**src/rtl/control_fsm_if.sv**
```systemverilog
// Datapath <-> control handshake bundle: IR fields and compare flags in, datapath strobes/selects out.
// The master modport is the control FSM; the slave modport is the datapath and memory side.
interface control_fsm_if;
  logic [6:0] opcode;
  logic [2:0] func3;
  logic       br_eq;
  logic       br_lt;
  logic       br_ltu;
  logic       mem_ready;

  logic       mem_read;
  logic       mem_write;
  logic       adr_src;
  logic       ir_write;
  logic       pc_write;
  logic       reg_write;
  logic [1:0] alu_src_a;
  logic [1:0] alu_src_b;
  logic [1:0] result_src;
  logic       alu_ctrl;
  logic       illegal;

  modport master (
    input  opcode, func3, br_eq, br_lt, br_ltu, mem_ready,
    output mem_read, mem_write, adr_src, ir_write, pc_write, reg_write,
    output alu_src_a, alu_src_b, result_src, alu_ctrl, illegal
  );

  modport slave (
    output opcode, func3, br_eq, br_lt, br_ltu, mem_ready,
    input  mem_read, mem_write, adr_src, ir_write, pc_write, reg_write,
    input  alu_src_a, alu_src_b, result_src, alu_ctrl, illegal
  );
endinterface

```
**src/rtl/control_fsm.sv**
```systemverilog
// Multicycle RV32I control FSM; no-wait latency ALU 4, load 5, store 4, branch 3, JAL 4, JALR 5, trap 3.
// Stalls in FETCH/MEMRD/MEMWR until mem_ready. CTRL_PERF_CNT_EN adds cycle/instret counters.
module control_fsm #(
  parameter int CNT_W = 32
) (
  input  logic             clk,
  input  logic             rst_n,
  control_fsm_if.master    bus,
  output logic [CNT_W-1:0] cycle_cnt,
  output logic [CNT_W-1:0] instret_cnt
);

  localparam logic [6:0] OPC_LOAD   = 7'b0000011;
  localparam logic [6:0] OPC_STORE  = 7'b0100011;
  localparam logic [6:0] OPC_OP     = 7'b0110011;
  localparam logic [6:0] OPC_OP_IMM = 7'b0010011;
  localparam logic [6:0] OPC_JAL    = 7'b1101111;
  localparam logic [6:0] OPC_JALR   = 7'b1100111;
  localparam logic [6:0] OPC_BRANCH = 7'b1100011;
  localparam logic [6:0] OPC_LUI    = 7'b0110111;
  localparam logic [6:0] OPC_AUIPC  = 7'b0010111;

  localparam logic [1:0] A_PC    = 2'b00;
  localparam logic [1:0] A_OLDPC = 2'b01;
  localparam logic [1:0] A_RS1   = 2'b10;
  localparam logic [1:0] A_ZERO  = 2'b11;
  localparam logic [1:0] B_RS2   = 2'b00;
  localparam logic [1:0] B_IMM   = 2'b01;
  localparam logic [1:0] B_FOUR  = 2'b10;
  localparam logic [1:0] R_ALUOUT = 2'b00;
  localparam logic [1:0] R_MEM    = 2'b01;
  localparam logic [1:0] R_ALU    = 2'b10;

  typedef enum logic [3:0] {
    S_FETCH,
    S_DECODE,
    S_MEMADR,
    S_MEMRD,
    S_MEMWB,
    S_MEMWR,
    S_EXECR,
    S_EXECI,
    S_ALUWB,
    S_JALR,
    S_JAL,
    S_BRANCH,
    S_LUI,
    S_AUIPC,
    S_TRAP
  } state_t;

  state_t state_q;

  function automatic state_t decode_next(input logic [6:0] op);
    state_t nxt;
    case (op)
      OPC_LOAD, OPC_STORE: nxt = S_MEMADR;
      OPC_OP:              nxt = S_EXECR;
      OPC_OP_IMM:          nxt = S_EXECI;
      OPC_JAL:             nxt = S_JAL;
      OPC_JALR:            nxt = S_JALR;
      OPC_BRANCH:          nxt = S_BRANCH;
      OPC_LUI:             nxt = S_LUI;
      OPC_AUIPC:           nxt = S_AUIPC;
      default:             nxt = S_TRAP;
    endcase
    return nxt;
  endfunction

  function automatic logic branch_taken(input logic [2:0] f3, input logic eq,
                                        input logic lt, input logic ltu);
    logic t;
    case (f3)
      3'b000:  t = eq;
      3'b001:  t = !eq;
      3'b100:  t = lt;
      3'b101:  t = !lt;
      3'b110:  t = ltu;
      3'b111:  t = !ltu;
      default: t = 1'b0;
    endcase
    return t;
  endfunction

  always_ff @(posedge clk or negedge rst_n) begin
    if (!rst_n) begin
      state_q <= S_FETCH;
    end else begin
      case (state_q)
        S_FETCH:  if (bus.mem_ready) state_q <= S_DECODE;
        S_DECODE: state_q <= decode_next(bus.opcode);
        S_MEMADR: state_q <= bus.opcode[5] ? S_MEMWR : S_MEMRD;
        S_MEMRD:  if (bus.mem_ready) state_q <= S_MEMWB;
        S_MEMWB:  state_q <= S_FETCH;
        S_MEMWR:  if (bus.mem_ready) state_q <= S_FETCH;
        S_EXECR:  state_q <= S_ALUWB;
        S_EXECI:  state_q <= S_ALUWB;
        S_ALUWB:  state_q <= S_FETCH;
        S_JALR:   state_q <= S_JAL;
        S_JAL:    state_q <= S_ALUWB;
        S_BRANCH: state_q <= S_FETCH;
        S_LUI:    state_q <= S_ALUWB;
        S_AUIPC:  state_q <= S_ALUWB;
        S_TRAP:   state_q <= S_FETCH;
        default:  state_q <= S_FETCH;
      endcase
    end
  end

  logic       mem_read_c, mem_write_c, adr_src_c, ir_write_c, pc_write_c;
  logic       reg_write_c, alu_ctrl_c, illegal_c;
  logic [1:0] alu_src_a_c, alu_src_b_c, result_src_c;

  always_comb begin
    mem_read_c   = 1'b0;
    mem_write_c  = 1'b0;
    adr_src_c    = 1'b0;
    ir_write_c   = 1'b0;
    pc_write_c   = 1'b0;
    reg_write_c  = 1'b0;
    alu_ctrl_c   = 1'b0;
    illegal_c    = 1'b0;
    alu_src_a_c  = A_PC;
    alu_src_b_c  = B_RS2;
    result_src_c = R_ALUOUT;
    case (state_q)
      S_FETCH: begin
        mem_read_c = 1'b1;
        // PC+4 goes straight from the ALU to PC in the same cycle the IR loads.
        if (bus.mem_ready) begin
          ir_write_c   = 1'b1;
          pc_write_c   = 1'b1;
          alu_src_a_c  = A_PC;
          alu_src_b_c  = B_FOUR;
          result_src_c = R_ALU;
        end
      end
      S_DECODE: begin
        alu_src_a_c = A_OLDPC;
        alu_src_b_c = B_IMM;
      end
      S_MEMADR: begin
        alu_src_a_c = A_RS1;
        alu_src_b_c = B_IMM;
      end
      S_MEMRD: begin
        mem_read_c = 1'b1;
        adr_src_c  = 1'b1;
      end
      S_MEMWB: begin
        result_src_c = R_MEM;
        reg_write_c  = 1'b1;
      end
      S_MEMWR: begin
        mem_write_c = 1'b1;
        adr_src_c   = 1'b1;
      end
      S_EXECR: begin
        alu_src_a_c = A_RS1;
        alu_src_b_c = B_RS2;
        alu_ctrl_c  = 1'b1;
      end
      S_EXECI: begin
        alu_src_a_c = A_RS1;
        alu_src_b_c = B_IMM;
        alu_ctrl_c  = 1'b1;
      end
      S_ALUWB: begin
        result_src_c = R_ALUOUT;
        reg_write_c  = 1'b1;
      end
      S_JALR: begin
        alu_src_a_c = A_RS1;
        alu_src_b_c = B_IMM;
      end
      S_JAL: begin
        // Target already sits in ALUOut; ALU computes the link value for ALUWB.
        alu_src_a_c  = A_OLDPC;
        alu_src_b_c  = B_FOUR;
        result_src_c = R_ALUOUT;
        pc_write_c   = 1'b1;
      end
      S_BRANCH: begin
        alu_src_a_c  = A_RS1;
        alu_src_b_c  = B_RS2;
        result_src_c = R_ALUOUT;
        pc_write_c   = branch_taken(bus.func3, bus.br_eq, bus.br_lt, bus.br_ltu);
      end
      S_LUI: begin
        alu_src_a_c = A_ZERO;
        alu_src_b_c = B_IMM;
      end
      S_AUIPC: begin
        alu_src_a_c = A_OLDPC;
        alu_src_b_c = B_IMM;
      end
      S_TRAP: begin
        illegal_c = 1'b1;
      end
      default: begin
        illegal_c = 1'b0;
      end
    endcase
  end

  // Reset gates outputs combinationally so an in-flight write dies in the same cycle.
  assign bus.mem_read   = rst_n & mem_read_c;
  assign bus.mem_write  = rst_n & mem_write_c;
  assign bus.adr_src    = rst_n & adr_src_c;
  assign bus.ir_write   = rst_n & ir_write_c;
  assign bus.pc_write   = rst_n & pc_write_c;
  assign bus.reg_write  = rst_n & reg_write_c;
  assign bus.alu_ctrl   = rst_n & alu_ctrl_c;
  assign bus.illegal    = rst_n & illegal_c;
  assign bus.alu_src_a  = rst_n ? alu_src_a_c  : 2'b00;
  assign bus.alu_src_b  = rst_n ? alu_src_b_c  : 2'b00;
  assign bus.result_src = rst_n ? result_src_c : 2'b00;

`ifdef CTRL_PERF_CNT_EN
  logic             retire;
  logic [CNT_W-1:0] cycle_cnt_q, cycle_cnt_d;
  logic [CNT_W-1:0] instret_cnt_q, instret_cnt_d;

  assign retire = (state_q == S_MEMWB) || (state_q == S_ALUWB) ||
                  (state_q == S_BRANCH) || (state_q == S_TRAP) ||
                  ((state_q == S_MEMWR) && bus.mem_ready);

  assign cycle_cnt_d   = cycle_cnt_q + CNT_W'(1);
  assign instret_cnt_d = retire ? instret_cnt_q + CNT_W'(1) : instret_cnt_q;

  always_ff @(posedge clk or negedge rst_n) begin
    if (!rst_n) begin
      cycle_cnt_q   <= '0;
      instret_cnt_q <= '0;
    end else begin
      cycle_cnt_q   <= cycle_cnt_d;
      instret_cnt_q <= instret_cnt_d;
    end
  end

  assign cycle_cnt   = cycle_cnt_q;
  assign instret_cnt = instret_cnt_q;
`else
  assign cycle_cnt   = '0;
  assign instret_cnt = '0;
`endif

endmodule

```
**src/flat_wrapper.sv**
```systemverilog
// flat-port wrapper written by rule: the top's interface ports become plain ports
module control_fsm_flat 
#(
  parameter int CNT_W = 32
)
  (clk, rst_n, cycle_cnt, instret_cnt, bus_opcode, bus_func3, bus_br_eq, bus_br_lt, bus_br_ltu, bus_mem_ready, bus_mem_read, bus_mem_write, bus_adr_src, bus_ir_write, bus_pc_write, bus_reg_write, bus_alu_src_a, bus_alu_src_b, bus_result_src, bus_alu_ctrl, bus_illegal);
  control_fsm_if bus_i ();
  input  logic clk;
  input  logic rst_n;
  output logic [CNT_W-1:0] cycle_cnt;
  output logic [CNT_W-1:0] instret_cnt;
  input wire logic [$bits(bus_i.opcode)-1:0] bus_opcode;
  input wire logic [$bits(bus_i.func3)-1:0] bus_func3;
  input wire logic [$bits(bus_i.br_eq)-1:0] bus_br_eq;
  input wire logic [$bits(bus_i.br_lt)-1:0] bus_br_lt;
  input wire logic [$bits(bus_i.br_ltu)-1:0] bus_br_ltu;
  input wire logic [$bits(bus_i.mem_ready)-1:0] bus_mem_ready;
  output wire logic [$bits(bus_i.mem_read)-1:0] bus_mem_read;
  output wire logic [$bits(bus_i.mem_write)-1:0] bus_mem_write;
  output wire logic [$bits(bus_i.adr_src)-1:0] bus_adr_src;
  output wire logic [$bits(bus_i.ir_write)-1:0] bus_ir_write;
  output wire logic [$bits(bus_i.pc_write)-1:0] bus_pc_write;
  output wire logic [$bits(bus_i.reg_write)-1:0] bus_reg_write;
  output wire logic [$bits(bus_i.alu_src_a)-1:0] bus_alu_src_a;
  output wire logic [$bits(bus_i.alu_src_b)-1:0] bus_alu_src_b;
  output wire logic [$bits(bus_i.result_src)-1:0] bus_result_src;
  output wire logic [$bits(bus_i.alu_ctrl)-1:0] bus_alu_ctrl;
  output wire logic [$bits(bus_i.illegal)-1:0] bus_illegal;
  assign bus_i.opcode = bus_opcode;
  assign bus_i.func3 = bus_func3;
  assign bus_i.br_eq = bus_br_eq;
  assign bus_i.br_lt = bus_br_lt;
  assign bus_i.br_ltu = bus_br_ltu;
  assign bus_i.mem_ready = bus_mem_ready;
  assign bus_mem_read = bus_i.mem_read;
  assign bus_mem_write = bus_i.mem_write;
  assign bus_adr_src = bus_i.adr_src;
  assign bus_ir_write = bus_i.ir_write;
  assign bus_pc_write = bus_i.pc_write;
  assign bus_reg_write = bus_i.reg_write;
  assign bus_alu_src_a = bus_i.alu_src_a;
  assign bus_alu_src_b = bus_i.alu_src_b;
  assign bus_result_src = bus_i.result_src;
  assign bus_alu_ctrl = bus_i.alu_ctrl;
  assign bus_illegal = bus_i.illegal;
  control_fsm #(.CNT_W(CNT_W)) u_core (.clk(clk), .rst_n(rst_n), .bus(bus_i), .cycle_cnt(cycle_cnt), .instret_cnt(instret_cnt));
endmodule
```
**config.mk**
```make
export PLATFORM = sky130hd
export DESIGN_NAME = control_fsm_flat
export DESIGN_NICKNAME = d
export VERILOG_FILES = /design/src/rtl/control_fsm_if.sv /design/src/rtl/control_fsm.sv /design/src/flat_wrapper.sv
export SDC_FILE = /design/constraint.sdc
export NUM_CORES = 1
export LEC_CHECK = 0
export ABC_AREA = 1
export BUFFER_PORTS_ARGS = -buffer_cell sky130_fd_sc_hd__buf_2
export CAP_MARGIN = 20
export CORE_AREA = 2 2 54 56
export CTS_CLUSTER_SIZE = 16
export DETAILED_ROUTE_END_ITERATION = 8
export DIE_AREA = 0 0 56 58
export PLACE_DENSITY = 0.93
export SLEW_MARGIN = 20
export SYNTH_ARGS = -nofsm -noshare
export SYNTH_HDL_FRONTEND = slang
export SYNTH_SLANG_ARGS = --single-unit
```
**constraint.sdc**
```tcl
create_clock -name clk -period 2.7 [get_ports clk]
set_clock_uncertainty 0.05 [all_clocks]
set_input_delay 0.135 -clock clk [delete_from_list [all_inputs] [get_ports clk]]
set_output_delay 0.135 -clock clk [all_outputs]
set_load 0.01 [all_outputs]
```
After elaboration in Yosys (flattened, before gate mapping)
Cells that the tools add are included.

Register bits: 4. Bits in latches: 0. Memory bits (writable): 0. Bits in read-only memories: 0. Word-level logic and storage cells: 78. Memories: 0.

$add $sub $neg: 0. Multiply operators: 0. Div/mod/pow operators: 0. Magnitude comparators: 0. Equal/unequal tests: 31. Shift-type cells: 0. Multiplexer cells: 23. Bitwise logic cells: 8. Reductions and logical operators: 15.

Operators by type and width (count): case mux 4 bit (8 select lines) (1); == test 4 bit (second input constant) (7); case mux 4 bit (7 select lines) (1); == test 7 x 6 -> 1 bit (second input constant) (3); == test 7 bit (second input constant) (3); == test 4 x 3 -> 1 bit (second input constant) (4); == test 7 x 5 -> 1 bit (second input constant) (2); == test 3 bit (second input constant) (4); 2-to-1 mux 4 bit (3); case mux 2 bit (3 select lines) (2); OR reduction 2 bit (5); OR reduction 5 bit (2); bitwise AND 1 bit (8); == test 4 x 2 -> 1 bit (second input constant) (2); 2-to-1 mux 1 bit (8); 2-to-1 mux 2 bit (4); == test 7 x 2 -> 1 bit (second input constant) (1); != test 2 bit (second input constant) (3); case mux 1 bit (6 select lines) (1); OR reduction 6 bit (1); == test 4 x 1 -> 1 bit (second input constant) (1); logical NOT 4 bit (1); case mux 2 bit (2 select lines) (1); == test 3 x 1 -> 1 bit (second input constant) (1); 6 further kinds (8).

Logic depth before layout (Yosys ltp)
Word-level depth: 4. Depth in mapped cells: 10.

Least setup slack after synthesis
OpenSTA, ideal clock, no wires.

Kind: register -> output. Start point: register u_core.state_q[1]. End point: output bus_pc_write. Arrival time: 1.132 ns. Path slack: 1.383 ns. Cell stages (with the launch flop): 7. Path buffers: 1. Path through: dfrtp_1 > buf_4 > nor2_1 > nand3_1 > o21ai_1 > inv_1 > a21oi_1.

Cells in the longest elaborated chain, start to end: 3. Elaborated cells on any way between the ends: 5.

Ends and longest elaborated chain: start, declared (RTL line control_fsm.sv:52) `state_t state_q;`; start signal, assigned (RTL line control_fsm.sv:91) `S_DECODE: state_q <= decode_next(bus.opcode);`; start signal, assigned (RTL line control_fsm.sv:92) `S_MEMADR: state_q <= bus.opcode[5] ? S_MEMWR : S_MEMRD;`; == test 4 bit / logical NOT 4 bit (equally long branches) (RTL line control_fsm.sv:126) `case (state_q)`; case mux 1 bit (3 select lines) (*) (RTL line control_fsm.sv:126); bitwise AND 1 bit (*) (RTL line control_fsm.sv:211) `assign bus.pc_write = rst_n & pc_write_c;`; end, declared (RTL line flat_wrapper.sv:22) `output wire logic [$bits(bus_i.pc_write)-1:0] bus_pc_write;`.

Every way passes the cells marked *; elsewhere a longest branch is shown, timed or not.

Worst setup path after layout
Same ends and word-level chain as after synthesis.

==> results.py <==
metrics = {
    "route": {
        "vias_per_cell": 4.021,
        "drc": 0,
        "dr_wl_met2_um": 965,
        "wl_met1_um": 731,
        "wl_met3_um": 183,
        "wire_per_inst_um": 7.979,
        "highest_layer": "met4",
        "drtIter0Drc": 26,
        "vias": 961,
        "first_pass_iters": 4,
        "totalWireLength_um": 1907,
        "antenna_left": 0,
    },
    "synthesis": {
        "synthDistinctLibCells": 23,
        "syn_area_um2": 1091,
        "ys_seq_area_share_pct": 9.174,
        "syn_avg_cell_area_um2": 6.129,
        "yosys.area.top_type": "buf_4",
        "ys_warn_count": 0,
        "synth-seq-cells": 4,
        "syn_inst": 178,
        "synthTopCellsByArea": "buf_4, nand2_1, dfrtp_1",
        "yosysTopAreaCellShare_pct": 44.72,
    },
    "global_route": {
        "grt_usage_pct": 10.74,
        "grt_pass1_vias": 746,
        "grt_max_degree": 12,
        "grt_overflow": 0,
        "antenna_found_initial": 0,
        "grt_pass1_wl_um": 2898,
    },
    "layout": {
        "largest_register_ffs": 4,
        "layout_commonest_cell": "conb_1",
        "top_register": "u_core.state_q",
        "layout_common_cells": "conb_1, buf_2, nand2_1, nor2_1, inv_1",
        "n_antenna_cell": 0,
        "num-nets-final": 226,
        "final_layout_size_suffix_gt1_share_pct": 21.15,
        "area_growth_pct": -3.555,
        "largestRegisters": "u_core.state_q x4",
    },
    "clock_network": {
        "insertion_delay_ns": 0.25,
        "cts_buffers": 3,
        "cts_buffer_depth": 2,
        "root_buffer": "clkbuf_4",
        "post_cts_resized": 0,
        "clk_pin_slew_ns": 0.03,
        "htree_levels": 1,
        "clock_sink_count": 4,
        "cts_tree": "done",
    },
    "outcome": {
        "status": "finished clean",
    },
    "setup_path": {
        "start_kind": "flop",
        "crit_arrival_ns": 1.56,
        "reg2reg_depth": 7,
        "ff2ff_setup_slack_ns": 1.40,
        "path_cells": "nor2_1, nand3_1, o21ai_1, inv_1, a21oi_1, buf_2",
        "cp_max_fo": 9,
        "required_ns": 2.52,
        "path_class": "flop to output port",
        "r2r_end": "u_core.state_q[0]$_DFFE_PN0P_",
        "end_kind": "output port",
        "r2r-start": "u_core.state_q[3]$_DFFE_PN0P_",
        "slowest_delay_ns": 0.48,
        "cp_slowest_cell": "dfrtp_1",
    },
    "floorplan": {
        "die_w_um": 56,
        "pin_count": 94,
        "start_util_pct": 40.98,
        "num_rows": 19,
        "die-area_um2": 3248,
        "chipHeight_um": 58,
        "coreArea_um2": 2663,
    },
    "hold_path": {
        "min_to": "u_core.state_q[1]$_DFFE_PN0P_",
        "worstHoldStart": "bus_mem_ready",
        "hp-class": "input pin to flop",
        "min_path_cells": 2,
    },
    "sta": {
        "hold_viol_final": 0,
        "setup_violations": 0,
        "fin_crit_ns": 1.742,
        "fmax_mhz": 574.2,
        "fin_crit_sh_pct": 64.51,
        "setup_tns_ns": 0,
        "rsz0062_at_grt": "false",
        "slew_violations": 0,
    },
    "power": {
        "p_sw_mw": 0.3770,
        "combPwrFrac_pct": 68.1,
        "fin_total_pwr_mw": 0.6655,
        "leakage_nw": 0.6900,
        "pwr-share-clk_pct": 11.8,
        "p_int_mw": 0.2885,
        "vdd_ir_drop_max_mv": 0.2991,
        "power_frac_seq_pct": 20.1,
        "p_per_area_nw_per_um2": 632.5,
        "p_sw_share_pct": 56.65,
    },
    "placed_design": {
        "io_buffers": 29,
        "globalplace.congestion": 0.8301,
        "hpwl_um": 1653,
    },
    "job": {
        "maxCapViolCount": 0,
    },
}
[cell usage after synthesis]
cell / number
buf_4: 65
nand2_1: 27
nor2_1: 19
inv_1: 17
a21oi_1: 8
nand3_1: 8
o21ai_0: 7
dfrtp_1: 4
inv_2: 4
a31oi_1: 2
nor2_4: 2
o211ai_1: 2
o21ai_2: 2
o31ai_1: 2
clkbuf_1: 1
clkinv_2: 1
conb_1: 1
nand2_2: 1
nand3_2: 1
nor2_2: 1
nor3_1: 1
o2111ai_1: 1
o21ai_1: 1
[worst max-delay path by stage]
stage                               to  cells past startpoint                          start
after detailed placement  bus_pc_write                      6  u_core.state_q[1]$_DFFE_PN0P_
after floorplan           bus_pc_write                      6  u_core.state_q[1]$_DFFE_PN0P_
final                     bus_pc_write                      6  u_core.state_q[1]$_DFFE_PN0P_
after global routing      bus_pc_write                      6  u_core.state_q[1]$_DFFE_PN0P_
after global placement    bus_pc_write                      6  u_core.state_q[1]$_DFFE_PN0P_
after CTS                 bus_pc_write                      6  u_core.state_q[1]$_DFFE_PN0P_
[stage by stage]
step	hold WS [ns]	area (um2)	setup WS, ns	utilization (%)	std cells
after floorplan	-0.2106	1328	1.383	-	241
after global placement	-0.08337	1020	1.265	38.30	235
after detailed placement	-0.08337	1020	1.218	38.30	235
after CTS	0.09420	1052	0.9617	39.52	239
after global routing	0.1066	1052	0.7745	39.52	239
final	0.09693	1052	0.9583	39.52	239
[what timing repair did]
action / 4_1_cts / 5_1_grt
setup buffers: 0 / 0
hold endpoints to repair: 4 / 0
hold buffers: 1 / 0
setup endpoints to repair: 0 / 0
[layer usage]
| metal | up-vias | GRT usage, % |
|---|---|---|
| li1 | 490 | - |
| met1 | 417 | 12.43 |
| met2 | 52 | 20.00 |
| met3 | 2 | 0.6696 |
| met4 | 0 | 5.442 |
| met5 | - | 0 |
[logic make-up (layout without fill, tap and decap cells)]
family,after synthesis,in the layout,synth area share [%]
buf+inv,88,55,52.75
flops,4,4,9.175
compound gates,25,25,13.65
simple gates,60,60,24.08
other cells,1,64,0.3437
[power by group through the flow]
stage / registers [mW] / logic [mW] / clock network, mW
6_report: 0.133 / 0.453 / 0.0788
5_1_grt: 0.137 / 0.514 / 0.0793
4_1_cts: 0.132 / 0.453 / 0.0800
3_5_place_dp: 0.133 / 0.450 / 0
3_3_place_gp: 0.129 / 0.441 / 0
2_1_floorplan: 0.113 / 0.431 / 0
[critical path: cells and delay by family, from the launching register on]
family                 cells  cell delay, ns
DFF                        1            0.48
and+or+nand+nor            2            0.38
AOI/OAI and AO/OA          2            0.25
buffers and inverters      2            0.21
[area by class of cell]
cell class / count / area, um2
tap: 31 / 38.79
fill: 296 / 1610
multi-input combinational: 149 / 651.9
timing repair buffer: 30 / 155.1
inverter: 22 / 83.83
sequential: 4 / 100.1
clock buffer: 3 / 22.52
No activity file was read; power rests on OpenSTA's default activity.
